[config.mk]
export PLATFORM = sky130hd
export DESIGN_NAME = queue_fifo
export DESIGN_NICKNAME = d
export VERILOG_FILES = /design/src/rtl/queue_fifo.sv
export SDC_FILE = /design/constraint.sdc
export NUM_CORES = 1
export LEC_CHECK = 0
export BUFFER_PORTS_ARGS = -buffer_cell sky130_fd_sc_hd__buf_2
export CORE_AREA = 2 2 137 139
export CTS_BUF_LIST = sky130_fd_sc_hd__clkbuf_4 sky130_fd_sc_hd__clkbuf_8
export DETAILED_ROUTE_END_ITERATION = 10
export DIE_AREA = 0 0 139 141
export PLACE_DENSITY = 0.77
export SKIP_LAST_GASP = 1
export SLEW_MARGIN = 20
export SYNTH_ARGS = -nofsm -noshare
export SYNTH_HDL_FRONTEND = slang
export SYNTH_SLANG_ARGS = --single-unit
[constraint.sdc]
create_clock -name clk -period 3.95 [get_ports clk]
set_clock_uncertainty 0.1 [all_clocks]
set_input_delay 0.5925 -clock clk [delete_from_list [all_inputs] [get_ports clk]]
set_output_delay 0.5925 -clock clk [all_outputs]
set_load 0.05 [all_outputs]
[src/rtl/queue_fifo.sv]
// ---------------------------------------------------------------------------
// queue_fifo
//
// Synchronous single-clock FIFO with first-word-fall-through read data.
// Status flags come straight from the registered occupancy count, so they
// are valid in the same cycle as the count they describe.
//
// Optional feature (compile-time macro):
//    QUEUE_FIFO_ERR_FLAGS_EN
//       defined   : sticky overflow/underflow flags, cleared by err_clr
//       undefined : ovf_err/unf_err tied to 0, err_clr ignored, and no
//                   error registers exist
//
// Parameters
//    DATA_WIDTH : bits per entry
//    DEPTH      : number of entries (power of two, >= 2)
//    AF_LEVEL   : almost_full  asserts when count >= AF_LEVEL
//    AE_LEVEL   : almost_empty asserts when count <= AE_LEVEL
//
// Ports
//    clk          : clock, all state changes on its rising edge
//    rst_n        : asynchronous active-low reset
//    push         : write request, accepted only when not full
//    push_data    : data to enqueue
//    pop          : read request, accepted only when not empty
//    pop_data     : oldest entry (zero-latency); 0 whenever empty
//    full         : count == DEPTH
//    empty        : count == 0
//    almost_full  : count >= AF_LEVEL
//    almost_empty : count <= AE_LEVEL
//    count        : number of valid entries, 0..DEPTH
//    err_clr      : clears the sticky error flags
//    ovf_err      : sticky, push attempted while full
//    unf_err      : sticky, pop attempted while empty
// ---------------------------------------------------------------------------
module queue_fifo #(
   parameter int DATA_WIDTH = 16,
   parameter int DEPTH      = 16,
   parameter int AF_LEVEL   = DEPTH - 2,
   parameter int AE_LEVEL   = 2
) (
   input  logic                     clk,
   input  logic                     rst_n,
   input  logic                     push,
   input  logic [DATA_WIDTH-1:0]    push_data,
   input  logic                     pop,
   output logic [DATA_WIDTH-1:0]    pop_data,
   output logic                     full,
   output logic                     empty,
   output logic                     almost_full,
   output logic                     almost_empty,
   output logic [$clog2(DEPTH):0]   count,
   input  logic                     err_clr,
   output logic                     ovf_err,
   output logic                     unf_err
);

   // Pointer width indexes the storage; the count needs one extra bit so
   // that DEPTH itself is representable.
   localparam int AW = $clog2(DEPTH);
   localparam int CW = AW + 1;

   localparam logic [AW-1:0]         PTR_ZERO  = AW'(1'b0);
   localparam logic [AW-1:0]         PTR_ONE   = AW'(1'b1);
   localparam logic [CW-1:0]         CNT_ZERO  = CW'(1'b0);
   localparam logic [CW-1:0]         CNT_ONE   = CW'(1'b1);
   localparam logic [CW-1:0]         CNT_DEPTH = CW'(DEPTH);
   localparam logic [CW-1:0]         CNT_AF    = CW'(AF_LEVEL);
   localparam logic [CW-1:0]         CNT_AE    = CW'(AE_LEVEL);
   localparam logic [DATA_WIDTH-1:0] DATA_ZERO = {DATA_WIDTH{1'b0}};

   // ------------------------------------------------------------------
   // State
   // ------------------------------------------------------------------
   logic [DATA_WIDTH-1:0] mem_r [0:DEPTH-1];
   logic [AW-1:0]         wr_ptr_r;
   logic [AW-1:0]         rd_ptr_r;
   logic [CW-1:0]         count_r;

   // ------------------------------------------------------------------
   // Combinational control
   // ------------------------------------------------------------------
   logic                  full_s;
   logic                  empty_s;
   logic                  push_ok_s;
   logic                  pop_ok_s;
   logic [CW-1:0]         count_nxt_s;
   logic [AW-1:0]         wr_ptr_nxt_s;
   logic [AW-1:0]         rd_ptr_nxt_s;

   // Occupancy flags decoded from the registered count.
   always_comb begin
      full_s       = (count_r == CNT_DEPTH);
      empty_s      = (count_r == CNT_ZERO);
      full         = full_s;
      empty        = empty_s;
      almost_full  = (count_r >= CNT_AF);
      almost_empty = (count_r <= CNT_AE);
      count        = count_r;
   end

   // Request qualification. Gating pop with empty and push with full is
   // what makes push+pop at empty a push-only and push+pop at full a
   // pop-only operation.
   always_comb begin
      push_ok_s = push & ~full_s;
      pop_ok_s  = pop  & ~empty_s;
   end

   // Next pointer values; DEPTH is a power of two, so the natural
   // AW-bit rollover gives the DEPTH-1 -> 0 wrap.
   always_comb begin
      wr_ptr_nxt_s = wr_ptr_r;
      rd_ptr_nxt_s = rd_ptr_r;
      if (push_ok_s) begin
         wr_ptr_nxt_s = wr_ptr_r + PTR_ONE;
      end else begin
         wr_ptr_nxt_s = wr_ptr_r;
      end
      if (pop_ok_s) begin
         rd_ptr_nxt_s = rd_ptr_r + PTR_ONE;
      end else begin
         rd_ptr_nxt_s = rd_ptr_r;
      end
   end

   // Next count: a simultaneous accepted push and pop cancel out.
   always_comb begin
      count_nxt_s = count_r;
      case ({push_ok_s, pop_ok_s})
         2'b10:   count_nxt_s = count_r + CNT_ONE;
         2'b01:   count_nxt_s = count_r - CNT_ONE;
         default: count_nxt_s = count_r;
      endcase
   end

   // First-word-fall-through read port. Forcing zero while empty keeps
   // stale storage (never cleared by reset) off the output.
   always_comb begin
      pop_data = DATA_ZERO;
      if (empty_s) begin
         pop_data = DATA_ZERO;
      end else begin
         pop_data = mem_r[rd_ptr_r];
      end
   end

   // ------------------------------------------------------------------
   // Sequential logic
   // ------------------------------------------------------------------

   // Pointer and count registers; reset discards all queued entries.
   always_ff @(posedge clk or negedge rst_n) begin
      if (!rst_n) begin
         wr_ptr_r <= PTR_ZERO;
         rd_ptr_r <= PTR_ZERO;
         count_r  <= CNT_ZERO;
      end else begin
         wr_ptr_r <= wr_ptr_nxt_s;
         rd_ptr_r <= rd_ptr_nxt_s;
         count_r  <= count_nxt_s;
      end
   end

   // Storage write port; intentionally not reset so it maps onto RAM.
   always_ff @(posedge clk) begin
      if (push_ok_s) begin
         mem_r[wr_ptr_r] <= push_data;
      end
   end

   // ------------------------------------------------------------------
   // Sticky error flags
   // ------------------------------------------------------------------
`ifdef QUEUE_FIFO_ERR_FLAGS_EN
   logic ovf_err_r;
   logic unf_err_r;
   logic ovf_evt_s;
   logic unf_evt_s;

   // Error events are raw requests that the FIFO had to reject.
   always_comb begin
      ovf_evt_s = push & full_s;
      unf_evt_s = pop  & empty_s;
   end

   // Overflow flag: a new event wins over a same-cycle clear.
   always_ff @(posedge clk or negedge rst_n) begin
      if (!rst_n) begin
         ovf_err_r <= 1'b0;
      end else if (ovf_evt_s) begin
         ovf_err_r <= 1'b1;
      end else if (err_clr) begin
         ovf_err_r <= 1'b0;
      end else begin
         ovf_err_r <= ovf_err_r;
      end
   end

   // Underflow flag: a new event wins over a same-cycle clear.
   always_ff @(posedge clk or negedge rst_n) begin
      if (!rst_n) begin
         unf_err_r <= 1'b0;
      end else if (unf_evt_s) begin
         unf_err_r <= 1'b1;
      end else if (err_clr) begin
         unf_err_r <= 1'b0;
      end else begin
         unf_err_r <= unf_err_r;
      end
   end

   assign ovf_err = ovf_err_r;
   assign unf_err = unf_err_r;
`else
   // Feature disabled: flags are constant and err_clr has no effect.
   logic unused_err_clr_s;
   assign unused_err_clr_s = err_clr;
   assign ovf_err          = 1'b0;
   assign unf_err          = 1'b0;
`endif

endmodule
-- Word-level counts from Yosys, hierarchy flattened
Memories as Yosys holds them, arrays and structs flattened.
Index checks and enable logic that the tools add are counted.
- bits in registers: 13
- latch bits: 0
- RAM bits: 256
- memory bits (read-only): 0
- memories: 1
- memory list (name ; depth ; bits a word ; rd ports ; clocked after memory_dff ; wr ports ; RTL line ; source):
    mem_r ; 16 ; 16 ; 1 ; 0 ; 1 ; 75 ; logic [DATA_WIDTH-1:0] mem_r [0:DEPTH-1];
- add/subtract/negate cells: 4
- multipliers: 0
- div/mod/pow operators: 0
- magnitude comparators: 2
- equal/unequal tests: 3
- shift-type cells: 0
- mux-type cells: 4
- bitwise operators: 4
- reduce and logical (&&, ||, !) cells: 2
- operator list (operator ; count):
    16-bit 2-to-1 mux ; 1
    5-bit case mux with 2 select lines ; 1
    4-bit by 1-bit adder with 4-bit output, second input constant ; 2
    5-bit by 1-bit adder with 5-bit output, second input constant ; 1
    5-bit == test, second input constant ; 1
    5-bit by 4-bit >= comparator with 1-bit output, second input constant ; 1
    5-bit by 2-bit <= comparator with 1-bit output, second input constant ; 1
    5-bit logical NOT ; 1
    5-bit by 1-bit subtractor with 5-bit output, second input constant ; 1
    1-bit bitwise AND ; 2
    2-bit by 1-bit == test with 1-bit output, second input constant ; 1
    2-bit == test, second input constant ; 1
    1-bit 2-to-1 mux ; 2
    1-bit NOT ; 2
    2-bit nonzero test ; 1

-- Logic depth before layout (Yosys ltp)
Gate-level depths: netlist of the first run.
- word-level depth: 5
- mapped depth: 12
- depth with buffers taken out: 11

-- Worst setup path after synthesis of the first run
No wires, ideal clock.
- path type: register to output
- start: reg count_r[4] (netlist: count[4])
- end: out almost_empty
- arrival time: 3.268 ns
- setup slack: -0.011 ns
- stages on the path, launching flop included: 3
- path through: dfrtp_1 > buf_2 > a2111oi_0
- word-level cells in the longest chain between the ends: 1
- RTL lines (element ; RTL line ; source):
    start, declared ; 78 ; logic [CW-1:0] count_r;
    start signal, assigned ; 161 ; count_r <= count_nxt_s;
    5-bit by 2-bit <= comparator with 1-bit output ; 98 ; almost_empty = (count_r <= CNT_AE);
    end, declared ; 51 ; output logic almost_empty,
Every way passes these cells.

-- Worst setup path in the final report of the first run
- start: reg rd_ptr_r[1]
- end: out pop_data[13]
- word-level cells in the longest chain between the ends: 2
- RTL lines (element ; RTL line ; source):
    start, declared ; 77 ; logic [AW-1:0] rd_ptr_r;
    start signal, assigned ; 160 ; rd_ptr_r <= rd_ptr_nxt_s;
    memory 16 x 16 bit ; n/a ;
    16-bit 2-to-1 mux ; 141 ; if (empty_s) begin
    end, declared ; 47 ; output logic [DATA_WIDTH-1:0] pop_data,
Every way passes these cells.

==> results of run 1 <==
registers in the layout (all words and copies together), names as in the netlist:
name,flops
count,5
mem_r,256
rd_ptr_r,4
wr_ptr_r,4
layout make-up:
type / count / area [um^2]
multi-input combinational: 193 / 2511
clock buffer: 59 / 705.7
timing repair buffer: 67 / 420.4
fill: 1173 / 6254
inverter: 5 / 18.77
sequential: 269 / 8018
clock inverter: 9 / 45.04
tap: 234 / 292.8
antenna: 1 / 2.502
routing by layer:
metal	part of all wire, %	wire, um	track usage, %	up-vias
met5	0	0	0	-
met4	2.7	567	8.772	0
met3	6.8	1419	4.823	47
met2	53	11130	38.55	197
met1	38	7896	28.11	2729
li1	-	-	-	2208
through the flow:
| step | power (mW) | hold WS, ns | util (%) | std cells | area (um^2) |
|---|---|---|---|---|---|
| after floorplan | 6.324 | 0.1969 | - | 495 | 10650 |
| after global placement | 7.079 | 0.3900 | 61.59 | 767 | 11250 |
| after detailed placement | 7.196 | 0.4031 | 61.59 | 767 | 11250 |
| after CTS | 9.303 | 0.2193 | 65.75 | 836 | 12010 |
| after global routing | 9.594 | 0.2598 | 65.77 | 837 | 12010 |
| final | 9.218 | 0.2417 | 65.77 | 837 | 12010 |
final timing paths:
kind | endpoint | cells after the start
worst max-delay path | pop_data[13] | 5
worst min-delay path | rd_ptr_r[3] | 3
worst max register to register | count[4] | 11
worst min register to register | rd_ptr_r[3] | 1
max in group asynchronous | rd_ptr_r[1] | 2
min in group asynchronous | rd_ptr_r[3] | 2
critical path, stage by stage, from the launching register on:
cell	delay, ns
dfrtp_4	0.68
buf_12	0.37
mux4_2	0.55
mux2_2	0.28
a221o_1	0.34
buf_2	0.23
cell usage in the layout, fill, tap and decap left out, drive strengths merged:
master and n:
and3 1, ha 9, and2 1, mux4 64, nor3 4, dlygate4sd3 1, inv 6, clkinv 7
nand4 2, edfxtp 256, nand3 3, mux2 18, a31o 1, xnor2 8, nor3b 1, a221o 16
or4 1, nand4bb 1, clkinvlp 1, diode 1, o21ai 4, a21boi 1, nand2 9, clkbuf 59
o211ai 1, nor2b 16, conb 2, xor2 4, o31ai 1, dfrtp 13, a2111oi 1, nor2 14
buf 66, o211a 1, nor4 1, a21oi 2, nand2b 4, nand4b 2
where the power goes:
part	switching, mW	internal [mW]	total [mW]
Combinational	2.07	1.33	3.40
Sequential	0.238	3.47	3.71
Clock	0.972	1.14	2.11
timing repair:
| item | 4_1_cts | 5_1_grt |
|---|---|---|
| endpoints found under the setup margin | 0 | 0 |
| endpoints found under the hold margin | 13 | 0 |
| hold buffers | 1 | 0 |
| gates resized for setup | 0 | 0 |
| setup buffers | 0 | 0 |
kinds of logic after synthesis:
logic type / after synthesis
flops: 269
mux: 82
simple gates: 60
buf+inv: 33
compound gates: 28
xor+xnor: 12
fa+ha+maj: 9
other cells: 1
==> impl_metrics.env, run 1 <==
export IMPL_antenna_found_initial=1
export IMPL_fin_crit_ns=3.716
export IMPL_setup_worst_path_start="rd_ptr_r[1]"
export IMPL_cp_max_fo=49
export IMPL_synthFlopType="edfxtp_1"
export IMPL_synth_top_area_share_pct=72.21
export IMPL_start_util_pct=58.27
export IMPL_slew_headroom_pct=51.36
export IMPL_core_area_um2=18270
export IMPL_hold_viol_final=0
export IMPL_layout_drive_gt1_share_pct=39.04
export IMPL_h_tree_depth=2
export IMPL_numCtsBuffers=39
export IMPL_area_growth_pct=12.86
export IMPL_slew_viol_final=0
export IMPL_root_buffer="clkbuf_8"
export IMPL_hpwl_um=11680
export IMPL_worstReg2RegStart="count[2]"
export IMPL_hp_start="pop"
export IMPL_ant_nets=0
export IMPL_ys_seq_area_share_pct=75.27
export IMPL_dieWidth_um=139
export IMPL_async_flop_share_pct=4.833
export IMPL_maxCapViolCount=0
export IMPL_synth_seq_cells=269
export IMPL_cts_max_path_buffers=3
export IMPL_synthTopCellsByArea="edfxtp_1, mux4_2, dfrtp_1"
export IMPL_hp_class="in2reg"
export IMPL_die_area_um2=19600
export IMPL_grt_usage_pct=22.33
export IMPL_io_buffers=44
export IMPL_synth_compound_area_share_pct=2.386
export IMPL_synthTopCellsByCount="edfxtp_1, mux4_2, mux2_2"
export IMPL_ir_drop_mv=0.5091
export IMPL_drtIter0Drc=462
export IMPL_drc=0
export IMPL_vias_per_cell=6.190
export IMPL_start_kind="flip-flop"
export IMPL_fp_dieH_um=141
export IMPL_synth_most_common_cell="edfxtp_1"
export IMPL_netlist_area_um2=10650
export IMPL_synth_adder_area_share_pct=1.058
export IMPL_wl_per_cell_um=25.11
export IMPL_fin_nets=605
export IMPL_syn_inst=494
export IMPL_setup_ws_ns=0.2342
export IMPL_finalCritPeriodShare_pct=94.07
export IMPL_clk_pin_slew_worst_paths_ns=0.06
export IMPL_synth_xor_area_share_pct=0.9873
export IMPL_dr_pass1_iters=5
export IMPL_cp_end_kind="output port"
export IMPL_grt_pass1_vias=5409
export IMPL_grt_start_max_net_pins=52
export IMPL_pre_cts_ws_ns=0.7660
export IMPL_rsz0062_at_grt="false"
export IMPL_routed_wl_um=21020
export IMPL_p_leak_nw=3.989
export IMPL_cellPowerDensity_nw_per_um2=767.3
export IMPL_rrSetupSlack_ns=0.96
export IMPL_tightest_slew_ns=0.7261
export IMPL_clkSinkCount=269
export IMPL_arrival_ns=3.02
export IMPL_grt_pass1_wl_um=32110
export IMPL_cts_tree="built"
export IMPL_setup_tns_ns=0
export IMPL_worstSetupPathType="reg2out"
export IMPL_setup_viol=0
export IMPL_status="finished, final reports clean"
export IMPL_synth_top_area_cell="edfxtp_1"
export IMPL_clk_latency_ns=0.53
export IMPL_worstPathRequired_ns=3.26
export IMPL_grt_overflow=0
export IMPL_synth_cell_types=39
export IMPL_synth_edf_count=256
export IMPL_vias=5181
export IMPL_place_gp_congestion=0.7699
export IMPL_synth_top_family_by_area="multiplexers"
export IMPL_top_level_ports=48
export IMPL_rows=50
export IMPL_synth_mux_area_share_pct=15.44
export IMPL_yosysWarnings=0
export IMPL_max_freq_mhz=269.1
export IMPL_synth_avg_cell_area_um2=21.55
export IMPL_yosys_area_share_simple_pct=3.162
No activity file was read; power rests on OpenSTA's default activity.
==> inputs of run 2 (changes only) <==
CTS_BUF_LIST = sky130_fd_sc_hd__clkbuf_4   (was sky130_fd_sc_hd__clkbuf_4 sky130_fd_sc_hd__clkbuf_8)
==> run 2 against run 1 <==
Effect of this change:
- setup slack got worse by 0.0097 ns
- cell area barely moved
- routed wire length fell by 0.56%
- global-route usage barely moved
- combinational power rose by 2%
- clock power fell by 4%
- die area did not move
- hold slack got worse by 0.11 ns
- non-clock buffer count rose by 4
- largest cell class unchanged
- highest routed layer unchanged
==> impl_metrics.env, run 2 (synthesis results as in run 1) <==
export IMPL_finalCritPeriodShare_pct=94.32
export IMPL_grt_start_max_net_pins=52
export IMPL_dpl_cell_area_um2=11250
export IMPL_arrival_ns=3.03
export IMPL_hp_class="in2reg"
export IMPL_rows=50
export IMPL_routed_wl_um=20900
export IMPL_slew_viol_final=0
export IMPL_ant_nets=0
export IMPL_hold_slack_ns=0.1278
export IMPL_n_fill_cell=1203
export IMPL_ir_drop_mv=0.5011
export IMPL_grt_pass1_vias=5627
export IMPL_max_freq_mhz=268.4
export IMPL_largest_reg_flops=256
export IMPL_cts_tree="built"
export IMPL_worstPathRequired_ns=3.26
export IMPL_final_cell_mix="edfxtp_1, clkbuf_4, mux4_2, buf_2, buf_4"
export IMPL_hp_start="pop"
export IMPL_final_common_cell="edfxtp_1"
export IMPL_drtIter0Drc=426
export IMPL_area_growth_pct=12.94
export IMPL_maxCapViolCount=0
export IMPL_vias_per_cell=5.860
export IMPL_dr_pass1_iters=4
export IMPL_wl_per_cell_um=23.94
export IMPL_fin_nets=630
export IMPL_clkSinkCount=269
export IMPL_h_tree_depth=2
export IMPL_cellPowerDensity_nw_per_um2=761.9
export IMPL_vias=5116
export IMPL_setup_viol=0
export IMPL_status="finished, final reports clean"
export IMPL_layout_drive_gt1_share_pct=41.92
export IMPL_top_register="mem_r"
export IMPL_antenna_found_initial=2
export IMPL_tightest_slew_ns=0.7488
export IMPL_cts_max_path_buffers=3
export IMPL_clk_latency_ns=0.65
export IMPL_io_buffers=44
export IMPL_setup_worst_path_start="count[2]"
export IMPL_top_level_ports=48
export IMPL_hold_viol_final=0
export IMPL_finalInstanceArea_um2=12020
export IMPL_numCtsBuffers=60
export IMPL_die_area_um2=19600
export IMPL_grt_pass1_wl_um=32330
export IMPL_hpwl_um=11680
export IMPL_grt_usage_pct=22.38
export IMPL_power_total_mw=9.160
export IMPL_place_gp_congestion=0.7699
export IMPL_drc=0
export IMPL_worstSetupPathType="reg2out"
export IMPL_slew_headroom_pct=49.84
export IMPL_grt_overflow=0
export IMPL_root_buffer="clkbuf_4"
export IMPL_clk_pin_slew_worst_paths_ns=0.06
export IMPL_dieWidth_um=139
export IMPL_cp_max_fo=16
export IMPL_top_regs="mem_r (256), count (5)"
export IMPL_setup_tns_ns=0
export IMPL_worstReg2RegStart="count[2]"
export IMPL_start_kind="flip-flop"
export IMPL_start_util_pct=58.27
export IMPL_rsz0062_at_grt="false"
export IMPL_p_leak_nw=4.046
export IMPL_fin_crit_ns=3.726
export IMPL_fp_dieH_um=141
export IMPL_core_area_um2=18270
export IMPL_cp_end_kind="output port"
run 2: cell count changes in the layout (fill, tap and decap cells not counted), sizes merged:
cell	delta
clkinvlp	-1
clkbuf	+28
diode	+1
bufinv	+1
buf	+4
clkinv	+3
run 2: area by class of cell:
cell class	instances	area (um^2)	area share [%]
Timing Repair Buffer	71	450.4	3.746
Inverter	5	18.77	0.1561
Sequential cell	269	8018	66.69
Tap cell	234	292.8	2.435
Multi-Input combinational cell	193	2511	20.89
Clock inverter	12	73.82	0.6140
Antenna cell	2	5.005	0.04163
Clock buffer	87	653.1	5.432
run 2: layer usage:
layer	track usage, %	share of wire, %
met2	39.05	52
met4	9.835	2.1
met5	0	0
met1	27.53	36
met3	4.518	9.2
run 2: per-stage QoR:
| stage | instances | setup slack, ns | utilization, % |
|---|---|---|---|
| floorplan | 495 | 0.6543 | - |
| global placement | 767 | 0.7953 | 61.59 |
| detailed placement | 767 | 0.7660 | 61.59 |
| CTS | 867 | 0.05711 | 65.62 |
| global route | 873 | 0.09882 | 65.82 |
| finish | 873 | 0.2245 | 65.82 |
run 2: final timing paths:
kind	to	slack (ns)	cells past startpoint
worst max register to register	count[4]	0.96	11
max in group asynchronous	rd_ptr_r[1]	3.22	2
worst min register to register	rd_ptr_r[3]	0.48	1
min in group asynchronous	wr_ptr_r[3]	0.26	2
worst min-delay path	rd_ptr_r[3]	0.13	3
worst max-delay path	pop_data[7]	0.22	5
run 2: where the power goes:
group	switching [mW]	internal (mW)	leakage, nW
Clock	0.963	1.06	0.439
Sequential	0.197	3.47	2.46
Combinational	2.12	1.35	1.14
Total	3.28	5.88	4.05
run 2: worst max-delay path, stage by stage (launching register included):
cell and delay, ns:
dfrtp_1 0.51, or4_4 0.58, o211ai_4 0.62, nor2b_1 0.10, a221o_1 0.33, buf_2 0.23
run 2: repair_timing:
action | 4_1_cts | 5_1_grt
buffers inserted | 0 | 4
hold buffers | 1 | 0
resized for setup | 0 | 0
endpoints found under the hold margin | 13 | 0
setup endpoints to repair | 0 | 5
==> inputs of run 3 (changes only) <==
--- a/config.mk
+++ b/config.mk
@@ -7,7 +7,9 @@
 export LEC_CHECK = 0
+export ABC_AREA = 1
 export BUFFER_PORTS_ARGS = -buffer_cell sky130_fd_sc_hd__buf_2
-export CORE_AREA = 2 2 137 139
+export CAP_MARGIN = 40
+export CORE_AREA = 2 2 140 142
 export CTS_BUF_LIST = sky130_fd_sc_hd__clkbuf_4
 export DETAILED_ROUTE_END_ITERATION = 10
-export DIE_AREA = 0 0 139 141
+export DIE_AREA = 0 0 142 144
 export PLACE_DENSITY = 0.77
==> constraint.sdc (replaced) <==
create_clock -name clk -period 3.95 [get_ports clk]
set_clock_uncertainty 0.1 [all_clocks]
set_input_delay 0.395 -clock clk [delete_from_list [all_inputs] [get_ports clk]]
set_output_delay 0.395 -clock clk [all_outputs]
set_load 0.05 [all_outputs]
==> run 3 against run 2 <==
Effect of this change:
- fmax rose by 0.11%
- sequential cell count unchanged
- setup slack gained 0.0040 ns
- critical path type unchanged
- largest cell class unchanged
==> impl_metrics.env, run 3 <==
export IMPL_status="finished, final reports clean"
export IMPL_rr_endpoint="count[4]"
export IMPL_grt_pass1_vias=7381
export IMPL_worstReg2RegStart="count[1]"
export IMPL_cts_max_path_buffers=3
export IMPL_worstHoldEndpoint="mem_r[4][5]"
export IMPL_n_fill_cell=1360
export IMPL_critical_path_cell_chain="inv_2 > nor2_4 > buf_4 > nand2_1 > nand3_1 > a21oi_1 > nor2_1 > buf_2"
export IMPL_dpl_cell_area_um2=11720
export IMPL_switching_share_pct=42.83
export IMPL_h_tree_depth=3
export IMPL_hp_class="in2reg"
export IMPL_max_freq_mhz=268.7
export IMPL_intPower_mw=5.621
export IMPL_pwr_share_comb_pct=40.6
export IMPL_numCtsBuffers=68
export IMPL_syn_inst=986
export IMPL_synth_edf_count=256
export IMPL_worstPathRequired_ns=3.45
export IMPL_whs_path_depth=1
export IMPL_synth_seq_cells=269
export IMPL_synthTopCellsByArea="edfxtp_1, nand2_1, nand3_1"
export IMPL_synth_most_common_cell="nand2_1"
export IMPL_drtIter0Drc=882
export IMPL_grt_usage_pct=26.07
export IMPL_root_buffer="clkbuf_4"
export IMPL_rsz0062_at_grt="false"
export IMPL_setup_ws_ns=0.2285
export IMPL_antenna_found_initial=1
export IMPL_rows=51
export IMPL_power_total_mw=9.833
export IMPL_crit_buf_inv=3
export IMPL_drc=0
export IMPL_setup_tns_ns=0
export IMPL_wl_per_cell_um=18.93
export IMPL_finalCritPeriodShare_pct=94.22
export IMPL_cts_tree="built"
export IMPL_pre_cts_ws_ns=0.7919
export IMPL_fp_dieH_um=144
export IMPL_synth_avg_cell_area_um2=11.36
export IMPL_worstSetupPathType="reg2out"
export IMPL_grt_overflow=0
export IMPL_synth_top_area_cell="edfxtp_1"
export IMPL_clk_latency_ns=0.65
export IMPL_start_util_pct=58.73
export IMPL_ant_nets=0
export IMPL_crit_family="buffers and inverters"
export IMPL_synthTopCellsByCount="nand2_1, edfxtp_1, nand3_1"
export IMPL_final_cell_mix="nand2_1, edfxtp_1, clkbuf_4, nand3_1, a21oi_1"
export IMPL_yosysWarnings=0
export IMPL_core_area_um2=19080
export IMPL_rrSetupSlack_ns=1.17
export IMPL_dieWidth_um=142
export IMPL_critPathSlowestCell="dfrtp_1"
export IMPL_cp_max_fo=19
export IMPL_netlist_area_um2=11210
export IMPL_layout_drive_gt1_share_pct=17.24
export IMPL_fin_crit_ns=3.722
export IMPL_die_area_um2=20450
export IMPL_hpwl_um=14090
export IMPL_clk_pin_slew_worst_paths_ns=0.07
export IMPL_worstRegToRegCells=16
export IMPL_final_common_cell="nand2_1"
export IMPL_place_gp_congestion=0.7831
export IMPL_top_regs="mem_r (256), count (5)"
export IMPL_synth_top_area_share_pct=68.60
export IMPL_top_register="mem_r"
export IMPL_io_buffers=44
export IMPL_slew_headroom_pct=48.14
export IMPL_largest_reg_flops=256
export IMPL_cellPowerDensity_nw_per_um2=775.9
export IMPL_clkSinkCount=269
export IMPL_dr_pass1_iters=7
export IMPL_grt_pass1_wl_um=39270
export IMPL_hp_start="push_data[5]"
export IMPL_p_leak_nw=5.089
export IMPL_arrival_ns=3.23
export IMPL_finalInstanceArea_um2=12670
export IMPL_start_kind="flip-flop"
export IMPL_tightest_slew_ns=0.7771
export IMPL_async_flop_share_pct=4.833
export IMPL_top_level_ports=48
export IMPL_synth_cell_types=26
export IMPL_ys_seq_area_share_pct=71.51
export IMPL_routed_wl_um=26160
export IMPL_vias_per_cell=5.589
export IMPL_grt_start_max_net_pins=146
export IMPL_fin_nets=1123
export IMPL_p_sw_mw=4.212
export IMPL_ir_drop_mv=0.6405
export IMPL_hold_viol_final=0
export IMPL_final_util_pct=66.42
export IMPL_seqPwrFrac_pct=36.7
export IMPL_synthFlopType="edfxtp_1"
export IMPL_cp_end_kind="output port"
export IMPL_clkPwrFrac_pct=22.7
export IMPL_setup_viol=0
export IMPL_slew_viol_final=0
export IMPL_vias=7724
export IMPL_maxCapViolCount=0
export IMPL_area_growth_pct=13.10
export IMPL_max_stage_delay_ns=0.74
-- run 3: worst max-delay path by stage --
| stage | start | slack (ns) | cells after the start | end |
|---|---|---|---|---|
| 6_report | rd_ptr_r[2] | 0.23 | 8 | pop_data[7] |
| 5_1_grt | rd_ptr_r[2] | 0.11 | 8 | pop_data[7] |
| 4_1_cts | rd_ptr_r[2] | 0.09 | 8 | pop_data[11] |
| 3_5_place_dp | rd_ptr_r[2] | 0.79 | 8 | pop_data[7] |
| 3_3_place_gp | rd_ptr_r[2] | 0.81 | 8 | pop_data[7] |
| 2_1_floorplan | count[0] | 0.29 | 1 | almost_empty |
-- run 3: power groups by stage --
| stage | registers, mW | clock network, mW | logic, mW |
|---|---|---|---|
| finish | 3.61 | 2.23 | 3.99 |
| global route | 3.64 | 2.43 | 4.33 |
| CTS | 3.61 | 2.27 | 3.95 |
| detailed placement | 3.66 | 0 | 3.93 |
| global placement | 3.65 | 0 | 3.87 |
| floorplan | 3.69 | 0 | 2.83 |
-- run 3: area by class of cell --
cell class / count / area (um^2) / area share [%]
diodes: 1 / 2.502 / 0.01975
repair buffers: 85 / 580.6 / 4.581
multi-input cells: 627 / 2783 / 21.96
clock inverters: 25 / 120.1 / 0.9478
clock buffers: 95 / 713.2 / 5.627
inverters: 42 / 160.2 / 1.264
flip-flops and latches: 269 / 8016 / 63.25
well taps: 238 / 297.8 / 2.350
-- run 3: repair_timing --
action / in CTS / in global routing
hold buffers: 8 / 3
gates resized for setup: 0 / 0
endpoints found under the setup margin: 0 / 8
setup buffers: 0 / 0
hold endpoints to repair: 46 / 14
-- run 3: cell families (layout without fill, tap and decap cells) --
group / Yosys count / in the layout / synth area share (%)
AO/OA/AOI/OAI: 105 / 105 / 4.746
flip-flops: 269 / 269 / 71.51
AND/OR/NAND/NOR: 503 / 504 / 18.06
XOR/XNOR: 7 / 7 / 0.5471
adder cells (fa/ha/maj): 9 / 9 / 1.005
other: 1 / 3 / 0.03346
buffers and inverters: 92 / 247 / 4.109
-- run 3: metal layers --
| metal | vias to the layer above | track usage (%) | part of all wire [%] |
|---|---|---|---|
| li1 | 3625 | - | - |
| met1 | 3620 | 34.56 | 40 |
| met2 | 422 | 40.81 | 48 |
| met3 | 57 | 6.026 | 9.9 |
| met4 | 0 | 13.42 | 3.0 |
| met5 | - | 0 | 0 |
-- run 3: per-stage QoR --
step,hold WS [ns],cells
finish,0.03416,1382
global route,0.001085,1382
CTS,0.0007378,1377
detailed placement,0.2095,1249
global placement,0.2049,1249
floorplan,-0.0005911,987
